$ cat config.mk
export PLATFORM = sky130hd
export DESIGN_NAME = req_queue_bank
export DESIGN_NICKNAME = d
export VERILOG_FILES = /design/src/rtl/rqb_pkg.sv /design/src/rtl/rqb_sync_fifo.sv /design/src/rtl/req_queue_bank.sv
export SDC_FILE = /design/constraint.sdc
export NUM_CORES = 1
export LEC_CHECK = 0
export BUFFER_PORTS_ARGS = -buffer_cell sky130_fd_sc_hd__buf_2
export CORE_ASPECT_RATIO = 2
export CORE_MARGIN = 1
export CORE_UTILIZATION = 30
export DETAILED_ROUTE_END_ITERATION = 10
export SETUP_SLACK_MARGIN = 0.05
export SYNTH_ARGS = -nofsm -noshare
export SYNTH_HDL_FRONTEND = slang
export SYNTH_SLANG_ARGS = --single-unit
$ cat constraint.sdc
create_clock -name clk -period 2.8 [get_ports clk]
set_clock_uncertainty 0.05 [all_clocks]
set_input_delay 0.14 -clock clk [delete_from_list [all_inputs] [get_ports clk]]
set_output_delay 0.14 -clock clk [all_outputs]
set_load 0.1 [all_outputs]
$ cat src/rtl/rqb_pkg.sv
`default_nettype none
// ============================================================================
//  Module      : rqb_pkg
//  Description : Shared definitions for the request queue bank. It holds the
//                default configuration, the source-tag width helper and the
//                entry/output record types for the default build.
//                Optional checks in the bank are enabled by the macro
//                RQB_GRANT_CHECK_EN.
//  Revision    : 1.0 - initial release
// ============================================================================
package rqb_pkg;

    localparam int C_N_DEF     = 4;
    localparam int C_DW_DEF    = 8;
    localparam int C_DEPTH_DEF = 4;

    // Width of a source index. A single-source bank still needs a one-bit
    // tag, so this never returns zero.
    function automatic int src_w(input int n);
        return (n > 1) ? $clog2(n) : 1;
    endfunction

    localparam int SRC_W = src_w(C_N_DEF);

    typedef logic [C_DW_DEF-1:0] rqb_entry_t;

    typedef struct packed {
        logic             valid;
        logic [SRC_W-1:0] src;
        rqb_entry_t       data;
    } rqb_out_t;

endpackage
`default_nettype wire

$ cat src/rtl/rqb_sync_fifo.sv
`default_nettype none
// ============================================================================
//  Module      : rqb_sync_fifo
//  Description : Small synchronous FIFO used once per requester.
//                The caller must gate push with !full. A pop of an empty FIFO
//                is ignored. The head entry is always visible on head_data.
//                With RQB_GRANT_CHECK_EN defined, simulation checks flag a
//                push into a full FIFO and a count above DEPTH.
//  Ports       : clk, reset     - clock, synchronous active-high reset
//                push/push_data - write strobe and payload
//                pop            - remove the head entry
//                head_data      - oldest entry
//                full/empty     - status decoded from the registered count
//                count          - number of stored entries (0..DEPTH)
//  Revision    : 1.0 - initial release
// ============================================================================
module rqb_sync_fifo
    import rqb_pkg::*;
#(
    parameter int DW    = 8,
    parameter int DEPTH = 4
) (
    input  logic                     clk,
    input  logic                     reset,
    input  logic                     push,
    input  logic [DW-1:0]            push_data,
    input  logic                     pop,
    output logic [DW-1:0]            head_data,
    output logic                     full,
    output logic                     empty,
    output logic [$clog2(DEPTH):0]   count
);

    localparam int               C_PW   = $clog2(DEPTH);
    localparam logic [C_PW:0]    C_FULL = (C_PW + 1)'(DEPTH);

    logic [DW-1:0]   r_mem [DEPTH];
    logic [C_PW-1:0] r_wptr;
    logic [C_PW-1:0] r_rptr;
    logic [C_PW:0]   r_count;
    logic            w_wr_en;
    logic            w_rd_en;

    // The write enable is trusted as-is so that the optional check can see
    // an illegal push rather than having it silently masked here.
    assign w_wr_en = push;
    assign w_rd_en = pop & (r_count != '0);

    // DEPTH is a power of two, so the pointers wrap by natural overflow.
    always_ff @(posedge clk) begin
        if (reset) begin
            r_wptr  <= '0;
            r_rptr  <= '0;
            r_count <= '0;
        end else begin
            if (w_wr_en) begin
                r_wptr <= r_wptr + 1'b1;
            end
            if (w_rd_en) begin
                r_rptr <= r_rptr + 1'b1;
            end
            case ({w_wr_en, w_rd_en})
                2'b10:   r_count <= r_count + 1'b1;
                2'b01:   r_count <= r_count - 1'b1;
                default: r_count <= r_count;
            endcase
        end
    end

    // Storage needs no reset: the pointers and count define what is valid.
    always_ff @(posedge clk) begin
        if (w_wr_en) begin
            r_mem[r_wptr] <= push_data;
        end
    end

    assign head_data = r_mem[r_rptr];
    assign full      = (r_count == C_FULL);
    assign empty     = (r_count == '0);
    assign count     = r_count;

`ifdef RQB_GRANT_CHECK_EN
    always_ff @(posedge clk) begin
        if (!reset) begin
            if (w_wr_en && full) begin
                $error("rqb_sync_fifo: push while full");
            end
            if (r_count > C_FULL) begin
                $error("rqb_sync_fifo: count %0d exceeds depth %0d", r_count, DEPTH);
            end
        end
    end
`endif

endmodule
`default_nettype wire

$ cat src/rtl/req_queue_bank.sv
`default_nettype none
// ============================================================================
//  Module      : req_queue_bank
//  Description : Per-requester buffering around a round-robin arbiter.
//                One FIFO per source feeds req; the arbiter's registered
//                one-hot grant pops the chosen FIFO into a single registered
//                output channel tagged with the source index.
//                With RQB_GRANT_CHECK_EN defined, a simulation check reports
//                grants that are neither zero nor one-hot; ports and
//                behaviour are unchanged either way.
//  Ports       : clk, reset              - clock, synchronous active-high reset
//                in_valid/in_data/in_ready - per-source push handshake
//                req                     - FIFO i non-empty, to the arbiter
//                grant                   - registered grant from the arbiter
//                out_valid/out_data/out_src/out_ready - output channel
//  Revision    : 1.0 - initial release
// ============================================================================
module req_queue_bank
    import rqb_pkg::*;
#(
    parameter int N     = 4,
    parameter int DW    = 8,
    parameter int DEPTH = 4
) (
    input  logic                  clk,
    input  logic                  reset,
    input  logic [N-1:0]          in_valid,
    input  logic [N*DW-1:0]       in_data,
    output logic [N-1:0]          in_ready,
    output logic [N-1:0]          req,
    input  logic [N-1:0]          grant,
    output logic                  out_valid,
    output logic [DW-1:0]         out_data,
    output logic [src_w(N)-1:0]   out_src,
    input  logic                  out_ready
);

    localparam int C_SRC_W = src_w(N);
    localparam int C_CW    = $clog2(DEPTH);

    typedef struct packed {
        logic               valid;
        logic [C_SRC_W-1:0] src;
        logic [DW-1:0]      data;
    } out_t;

    logic [N-1:0]       w_full;
    logic [N-1:0]       w_empty;
    logic [N-1:0]       w_push;
    logic [N-1:0]       w_pop;
    logic [DW-1:0]      w_head  [N];
    logic [C_CW:0]      w_count [N];
    logic [N-1:0]       w_svc;
    logic [C_SRC_W-1:0] w_sel;
    logic               w_out_free;
    logic               w_load;
    out_t               r_out;

    generate
        for (genvar gi = 0; gi < N; gi++) begin : g_fifo
            // Ready comes from the registered count only, so a pop in the
            // same cycle never opens a slot for a push into a full FIFO.
            assign w_push[gi]   = in_valid[gi] & ~w_full[gi];
            assign in_ready[gi] = ~w_full[gi];
            assign req[gi]      = (w_count[gi] != '0);
            assign w_pop[gi]    = w_load & (w_sel == C_SRC_W'(gi));

            rqb_sync_fifo #(
                .DW    (DW),
                .DEPTH (DEPTH)
            ) u_fifo (
                .clk       (clk),
                .reset     (reset),
                .push      (w_push[gi]),
                .push_data (in_data[gi*DW +: DW]),
                .pop       (w_pop[gi]),
                .head_data (w_head[gi]),
                .full      (w_full[gi]),
                .empty     (w_empty[gi]),
                .count     (w_count[gi])
            );
        end
    endgenerate

    // Grants to empty FIFOs are dropped before picking a winner; this covers
    // the stale grant that arrives one cycle after a FIFO's last pop. Among
    // what remains the lowest index wins.
    assign w_svc      = grant & ~w_empty;
    assign w_out_free = ~r_out.valid | out_ready;
    assign w_load     = w_out_free & (|w_svc);

    always_comb begin
        w_sel = '0;
        for (int i = N - 1; i >= 0; i--) begin
            if (w_svc[i]) begin
                w_sel = C_SRC_W'(i);
            end
        end
    end

    // Data and source are held when the channel drains so the last
    // transaction stays observable; only valid drops.
    always_ff @(posedge clk) begin
        if (reset) begin
            r_out <= '0;
        end else if (w_load) begin
            r_out.valid <= 1'b1;
            r_out.src   <= w_sel;
            r_out.data  <= w_head[w_sel];
        end else if (out_ready) begin
            r_out.valid <= 1'b0;
        end
    end

    assign out_valid = r_out.valid;
    assign out_data  = r_out.data;
    assign out_src   = r_out.src;

`ifdef RQB_GRANT_CHECK_EN
    always_ff @(posedge clk) begin
        if (!reset && ((grant & (grant - 1'b1)) != '0)) begin
            $error("req_queue_bank: grant %b is not zero or one-hot", grant);
        end
    end
`endif

endmodule
`default_nettype wire

## Word level (Yosys, flattened, before mapping)

Memory sizes are Yosys's and may differ from the RTL's. A register that Yosys moved wholly into a read port is not among the register bits.
Index checks and enable logic that the tools add are counted.

- Output and inout bits: 19
- Bits in latches: 0
- Logic and storage cells: 117
- ROM bits: 0
- Memories: 4
- Input port bits: 43
- Register bits: 39
- Memory bits (writable): 128

Memory list:

| name | depth | width | read ports | clocked after memory_dff | wr ports | line | text |
|---|---|---|---|---|---|---|---|
| g_fifo[0].u_fifo.r_mem | 4 | 8 | 1 | 1 | 1 | rqb_sync_fifo.sv:37 | `logic [DW-1:0] r_mem [DEPTH];` |
| g_fifo[1].u_fifo.r_mem | 4 | 8 | 1 | 1 | 1 | rqb_sync_fifo.sv:37 |  |
| g_fifo[2].u_fifo.r_mem | 4 | 8 | 1 | 1 | 1 | rqb_sync_fifo.sv:37 |  |
| g_fifo[3].u_fifo.r_mem | 4 | 8 | 1 | 1 | 1 | rqb_sync_fifo.sv:37 |  |

- Div/mod/pow operators: 0
- $lt $le $gt $ge: 1
- Add/sub/neg operators: 16
- $mul: 0
- Mux-type cells: 29
- Reduce and logical (&&, ||, !) cells: 15
- Eq/ne operators: 15
- Shift operators: 0
- Bitwise operators: 22

Operators with widths:

| kind | number |
|---|---|
| 2-to-1 mux 2 bit | 12 |
| one-hot mux 3 bit (2 select lines) | 4 |
| adder 2 x 1 -> 2 bit, second input constant | 8 |
| binary-select mux 8 bit (select 2 bit) | 1 |
| 2-to-1 mux 8 bit | 2 |
| bitwise AND 1 bit | 13 |
| adder 3 x 1 -> 3 bit, second input constant | 4 |
| == test 2 bit, second input constant | 6 |
| == test 3 bit, second input constant | 4 |
| logical NOT 3 bit | 4 |
| nonzero test 3 bit | 4 |
| subtractor 3 x 1 -> 3 bit, second input constant | 4 |
| == test 2 x 1 -> 1 bit, second input constant | 5 |
| 2-to-1 mux 1 bit | 10 |
| nonzero test 2 bit | 5 |
| inverter 1 bit | 5 |
| bitwise AND 4 bit | 1 |
| inverter 4 bit | 1 |
| OR reduction 4 bit | 1 |
| greater-or-equal comparator 3 bit, second input constant | 1 |
| inverter 2 -> 3 bit | 1 |
| logical NOT 2 bit | 1 |
| OR 1 bit | 1 |

## Logic depth before layout (Yosys ltp)

- Depth in word-level cells: 12
- Depth in mapped cells: 10
- Mapped depth without buffers: 10

## By module

Synthesis repeated with hierarchy kept, for this count alone.

- Cells, all modules: 465
- Area, all modules: 7263.2 um^2

Modules (own cells, without submodules):

| module | cells each | instances | area each (um^2) |
|---|---|---|---|
| rqb_sync_fifo | 92 | 4 | 1606.5 |
| req_queue_bank | 97 | 1 | 837.1 |

## Worst setup path before layout

OpenSTA, ideal clock, no wires.

- Kind: register to register
- Start: register g_fifo[1].u_fifo.r_count[0]
- End: register g_fifo[1].u_fifo.r_count[2]
- Path slack: -430 ps
- Data arrival time: 3110 ps
- Clock period less this slack: 3230 ps
- Data required time: 2680 ps
- Stages on the path, launching flop included: 11
- Path buffers: 0
- Library setup time: 70 ps
- Cell sequence: dfxtp_1 > inv_1 > nand3_1 > and2_1 > inv_1 > ha_1 > inv_1 > fa_1 > xor2_1 > or3_2 > a21oi_1

- Elaborated cells on any way between the ends: 20
- Classes of those cells: add/sub: 2; eq/ne: 4; mux: 3; bitwise: 7; reduce/logical: 4

RTL lines:

| item | line | text |
|---|---|---|
| start, declared | rqb_sync_fifo.sv:40 | `logic [C_PW:0] r_count;` |
| start signal, assigned | rqb_sync_fifo.sv:63 | `2'b10: r_count <= r_count + 1'b1;` |
| start signal, assigned | rqb_sync_fifo.sv:64 | `2'b01: r_count <= r_count - 1'b1;` |
| start signal, assigned | rqb_sync_fifo.sv:65 | `default: r_count <= r_count;` |
| == test 3 bit * | rqb_sync_fifo.sv:78 | `assign full = (r_count == C_FULL);` |
| inverter 1 bit * | n/a |  |
| named net in_ready[1] | req_queue_bank.sv:29 | `output logic [N-1:0] in_ready,` |
| bitwise AND 1 bit * | req_queue_bank.sv:63 | `assign w_push[gi] = in_valid[gi] & ~w_full[gi];` |
| == test 2 x 1 -> 1 bit / == test 2 bit (equally long branches) | rqb_sync_fifo.sv:62 | `case ({w_wr_en, w_rd_en})` |
| one-hot mux 3 bit (2 select lines) / nonzero test 2 bit (equally long branches) | n/a |  |

Mark *: on every way through the listed nets, which the timed path passes. The rest lies on a longest branch.
A chain may end at the register's enable or synchronous reset.

## Final worst setup path

- Start: register g_fifo[1].u_fifo.r_count[0]
- End: register g_fifo[3].u_fifo.r_count[2]

- Longest elaborated chain between the ends: 10
- Elaborated cells on any way between the ends: 14
- Classes of those cells: eq/ne: 3; mux: 3; bitwise: 5; reduce/logical: 3

RTL lines:

| item | line | text |
|---|---|---|
| logical NOT 3 bit * | rqb_sync_fifo.sv:79 | `assign empty = (r_count == '0);` |
| inverter 4 bit * | req_queue_bank.sv:88 | `assign w_svc = grant & ~w_empty;` |
| bitwise AND 4 bit * | req_queue_bank.sv:88 |  |
| 2-to-1 mux 2 bit (2 in a row) | req_queue_bank.sv:95 | `if (w_svc[i]) begin` |
| == test 2 bit | req_queue_bank.sv:66 | `assign w_pop[gi] = w_load & (w_sel == C_SRC_W'(gi));` |
| bitwise AND 1 bit * | req_queue_bank.sv:66 |  |
| bitwise AND 1 bit * | rqb_sync_fifo.sv:47 | `assign w_rd_en = pop & (r_count != '0);` |
| named net g_fifo[3].u_fifo.w_rd_en | rqb_sync_fifo.sv:42 | `logic w_rd_en;` |
| == test 2 x 1 -> 1 bit / == test 2 bit (equally long branches) | rqb_sync_fifo.sv:62 |  |
| one-hot mux 3 bit (2 select lines) / nonzero test 2 bit (equally long branches) | n/a |  |
| end signal, assigned | rqb_sync_fifo.sv:63 |  |
| end signal, assigned | rqb_sync_fifo.sv:64 |  |
| end signal, assigned | rqb_sync_fifo.sv:65 |  |
| end, declared | rqb_sync_fifo.sv:40 |  |

Marked as above.

==> results.md <==
- Post-route minimum period: 2.625 ns
- Post-synthesis sequential element count: 175
- DR DRC count: 5
- IO Pins: 62
- Chip height: 220.9 um
- Post-route ant nets: 0
- Total Wirelength: 15370 um
- Ys Warns: 0
- Synth Cell Area: 7188 um^2
- Die Area: 24620 um^2
- Num CTS Buffers: 17
- # resized after CTS: 0
- Cell count after synthesis: 464
- Initial DRC count: 214
- Setup Viol. Count Final: 0
- Fill cells: 2162
- Starting Density: 0.3068
- Failing checks: DRC
- Prevailing post-synth register cell: edfxtp_1
- CTS H-tree lvls: 4
- Slew Limit Fails: 0
- DIE WIDTH: 111.5 um
- Routability cong.: 0.8122
- Yosys cell types: 36
- Xor/xnor cell area share of the yosys netlist: 0.02437
- Synth async-reset ratio: 0
- Vias in the first global route: 4449
- Worst-path clk slew: 0.07 ns
- Type of the worst setup path: reg2reg
- Crit-path max FO: 6
- Leakage: 3.120 nW
- Post-synth EDFFs: 128
- Measured slew at the worst slew-check pin: 0.8025 ns
- Post-CTS Setup Inserts: 0
- Status: finished, violations left
- Relative slew slack: 0.4650
- Max Cap Violations: 0
- Tot GR Track Use: 0.1328
- HPWL after DPL: 11700 um
- Share of layout cells above drive strength 1: 0.2517
- Core Area: 23430 um^2
- CTS Sinks: 175
- Share of the synthesized area in the top cell type: 0.5347
- Leading area contributor after synthesis: edfxtp_1
- Drt wl/cell: 17.90 um
- Compound-gate portion of the synthesized area: 0.06075
- # hold bufs at CTS: 32
- Post-synthesis sequential area ratio: 0.6656
- Final #Nets: 630
- I/O Buffers: 61
- Simple-gate share of the synthesized area: 0.07850
- Synth top area cells: edfxtp_1, dfxtp_1, mux4_2
- First-pass GRT wire length: 23670 um
- Adder-cell area share of the yosys netlist: 0.04595
- Peak clock frequency supported by timing: 381.0 MHz
- Syn avg cell area: 15.49 um^2
- Clock root cell: clkbuf_16
- Gr ovfl total: 0
- Vias per cell: 4.750
- Overall Power: 9.116 mW
- Fin area: 8776 um^2
- Crit start category: register
- Worst Hold Class: in2reg
- DR vias: 4080
- Largest net degree at the start of global routing: 44
- Reg2Reg Setup Slack: 0.18 ns
- Initial antenna violation count: 0
- DP Area: 7812 um^2
- CP arrival: 2.93 ns
- Fin. Hold Viols: 0
- Clk Latency, worst-skew pair: 0.43 ns
- Total iterations of the first detailed-routing run: 7
- CP required: 3.11 ns
- Layout area overhead: 22.09%
- Antenna cells: 0
- Final Util: 0.3746
- CTS tree: built
- Power Density: 1039 nW/um^2
- Crit end category: register
- Synthesized Nets: 531
- RSZ-0062 raised after global routing: no
- Period Utilization, post-route: 0.9374
- Mux contribution to synthesized area: 0.1003
- Row count: 79
- Peak supply drop: 0.0004392 V
- Clock buffer depth: 2
- Main combinational cell family by area after synthesis: multiplexers
[critical path, cell delays in order (launching register included)]
cell and delay (ns):
dfxtp_1 0.37, o31ai_4 0.42, nand3_2 0.18, nor3_4 0.25
ha_1 0.22, inv_1 0.07, fa_1 0.38, xor2_1 0.16
or3_1 0.30, a21oi_1 0.14
[per-stage QoR]
step	TNS, ns	hold slack, ns	setup slack [ns]	std cells
4_1_cts	0	0.08954	0.1627	859
6_report	0	0.09833	0.1752	859
3_3_place_gp	0	0.3001	0.2669	795
2_1_floorplan	-0.01851	0.1889	-0.01851	464
5_1_grt	0	0.1111	0.05403	859
3_5_place_dp	0	0.3085	0.1796	795
[sequential cells by signal (all words and copies together), names as in the netlist, named ones only]
name and flops:
out_data 8, g_fifo.u_fifo.r_rptr 8, g_fifo.u_fifo.r_mem 128, out_valid 1
out_src 2, g_fifo.u_fifo.r_wptr 8, g_fifo.u_fifo.count 12
[final cells by class]
| cell class | instances | area [um^2] | share of cell area |
|---|---|---|---|
| Sequential cell | 175 | 4786 | 0.5453 |
| Multi-Input combinational cell | 248 | 2247 | 0.2561 |
| Timing Repair Buffer | 97 | 655.6 | 0.07471 |
| Clock buffer | 18 | 429.2 | 0.04890 |
| Tap cell | 283 | 354.1 | 0.04035 |
| Clock inverter | 14 | 214.0 | 0.02438 |
| Inverter | 24 | 90.09 | 0.01027 |
[power by group]
group          internal, mW  switching [mW]  leakage (nW)
clock network          1.58           0.966         0.305
registers              3.18           0.339          1.56
logic                  1.01            2.04          1.25
total                  5.77            3.35          3.12
[per-layer routing]
layer  GRT usage  part of all wire
met1      0.1205              0.34
met2      0.2546              0.59
met3     0.03287             0.038
met4     0.08718             0.034
met5           0                 0
[cell families (layout without fill, tap and decap cells)]
| group | after synthesis | after routing |
|---|---|---|
| flip-flops | 175 | 175 |
| AND/OR/NAND/NOR | 113 | 113 |
| buffers and inverters | 41 | 153 |
| XOR/XNOR | 20 | 20 |
| multiplexers | 32 | 32 |
| adder cells (fa/ha/maj) | 24 | 24 |
| AO/OA/AOI/OAI | 59 | 59 |
[synth_stat cells (5+ instances only)]
cell and count:
edfxtp_1 128, dfxtp_1 47, nor2_1 41, mux4_2 32
nand2_1 28, inv_1 24, a21oi_1 22, ha_1 20
and3_1 16, xor2_1 12, clkbuf_1 9, nand3_1 9
a22o_1 8, xnor2_1 8, a211oi_1 6, o22ai_1 6
or3_1 6, o21ai_0 5
[final timing paths]
path	start	to	cells after the start
worst max-delay path	g_fifo[1].u_fifo.count[0]	g_fifo[3].u_fifo.count[2]	9
worst max register to register	g_fifo[1].u_fifo.count[0]	g_fifo[3].u_fifo.count[2]	9
worst min-delay path	grant[3]	out_valid	3
worst min register to register	out_data[0]	out_data[0]	2
[layout by cell type, fill, tap and decap left out, types with 2 or more instances in the layout]
| cell | netlist | final |
|---|---|---|
| clkinv_4 | 0 | 2 |
| a221oi_1 | 3 | 3 |
| clkbuf_16 | 0 | 17 |
| or3_1 | 6 | 6 |
| a22o_1 | 8 | 8 |
| or3_2 | 2 | 2 |
| a21oi_1 | 22 | 22 |
| nor2_1 | 41 | 41 |
| o22ai_1 | 6 | 6 |
| o31ai_4 | 3 | 3 |
| xor2_1 | 12 | 12 |
| dlygate4sd3_1 | 0 | 32 |
| buf_4 | 1 | 4 |
| edfxtp_1 | 128 | 128 |
| fa_1 | 4 | 4 |
| nand3_1 | 9 | 5 |
| nand2_1 | 28 | 28 |
| nand3_2 | 1 | 5 |
| and2_1 | 4 | 4 |
| buf_2 | 3 | 61 |
| inv_1 | 24 | 24 |
| nor3_4 | 3 | 3 |
| bufinv_16 | 0 | 5 |
| dfxtp_1 | 47 | 46 |
| o21ai_0 | 5 | 5 |
| clkinv_1 | 0 | 3 |
| ha_1 | 20 | 20 |
| a211oi_1 | 6 | 6 |
| clkinvlp_4 | 0 | 2 |
| mux4_2 | 32 | 32 |
| xnor2_1 | 8 | 8 |
| o31a_2 | 3 | 3 |
| and3_1 | 16 | 16 |
Power figures use the tool's default switching activity.
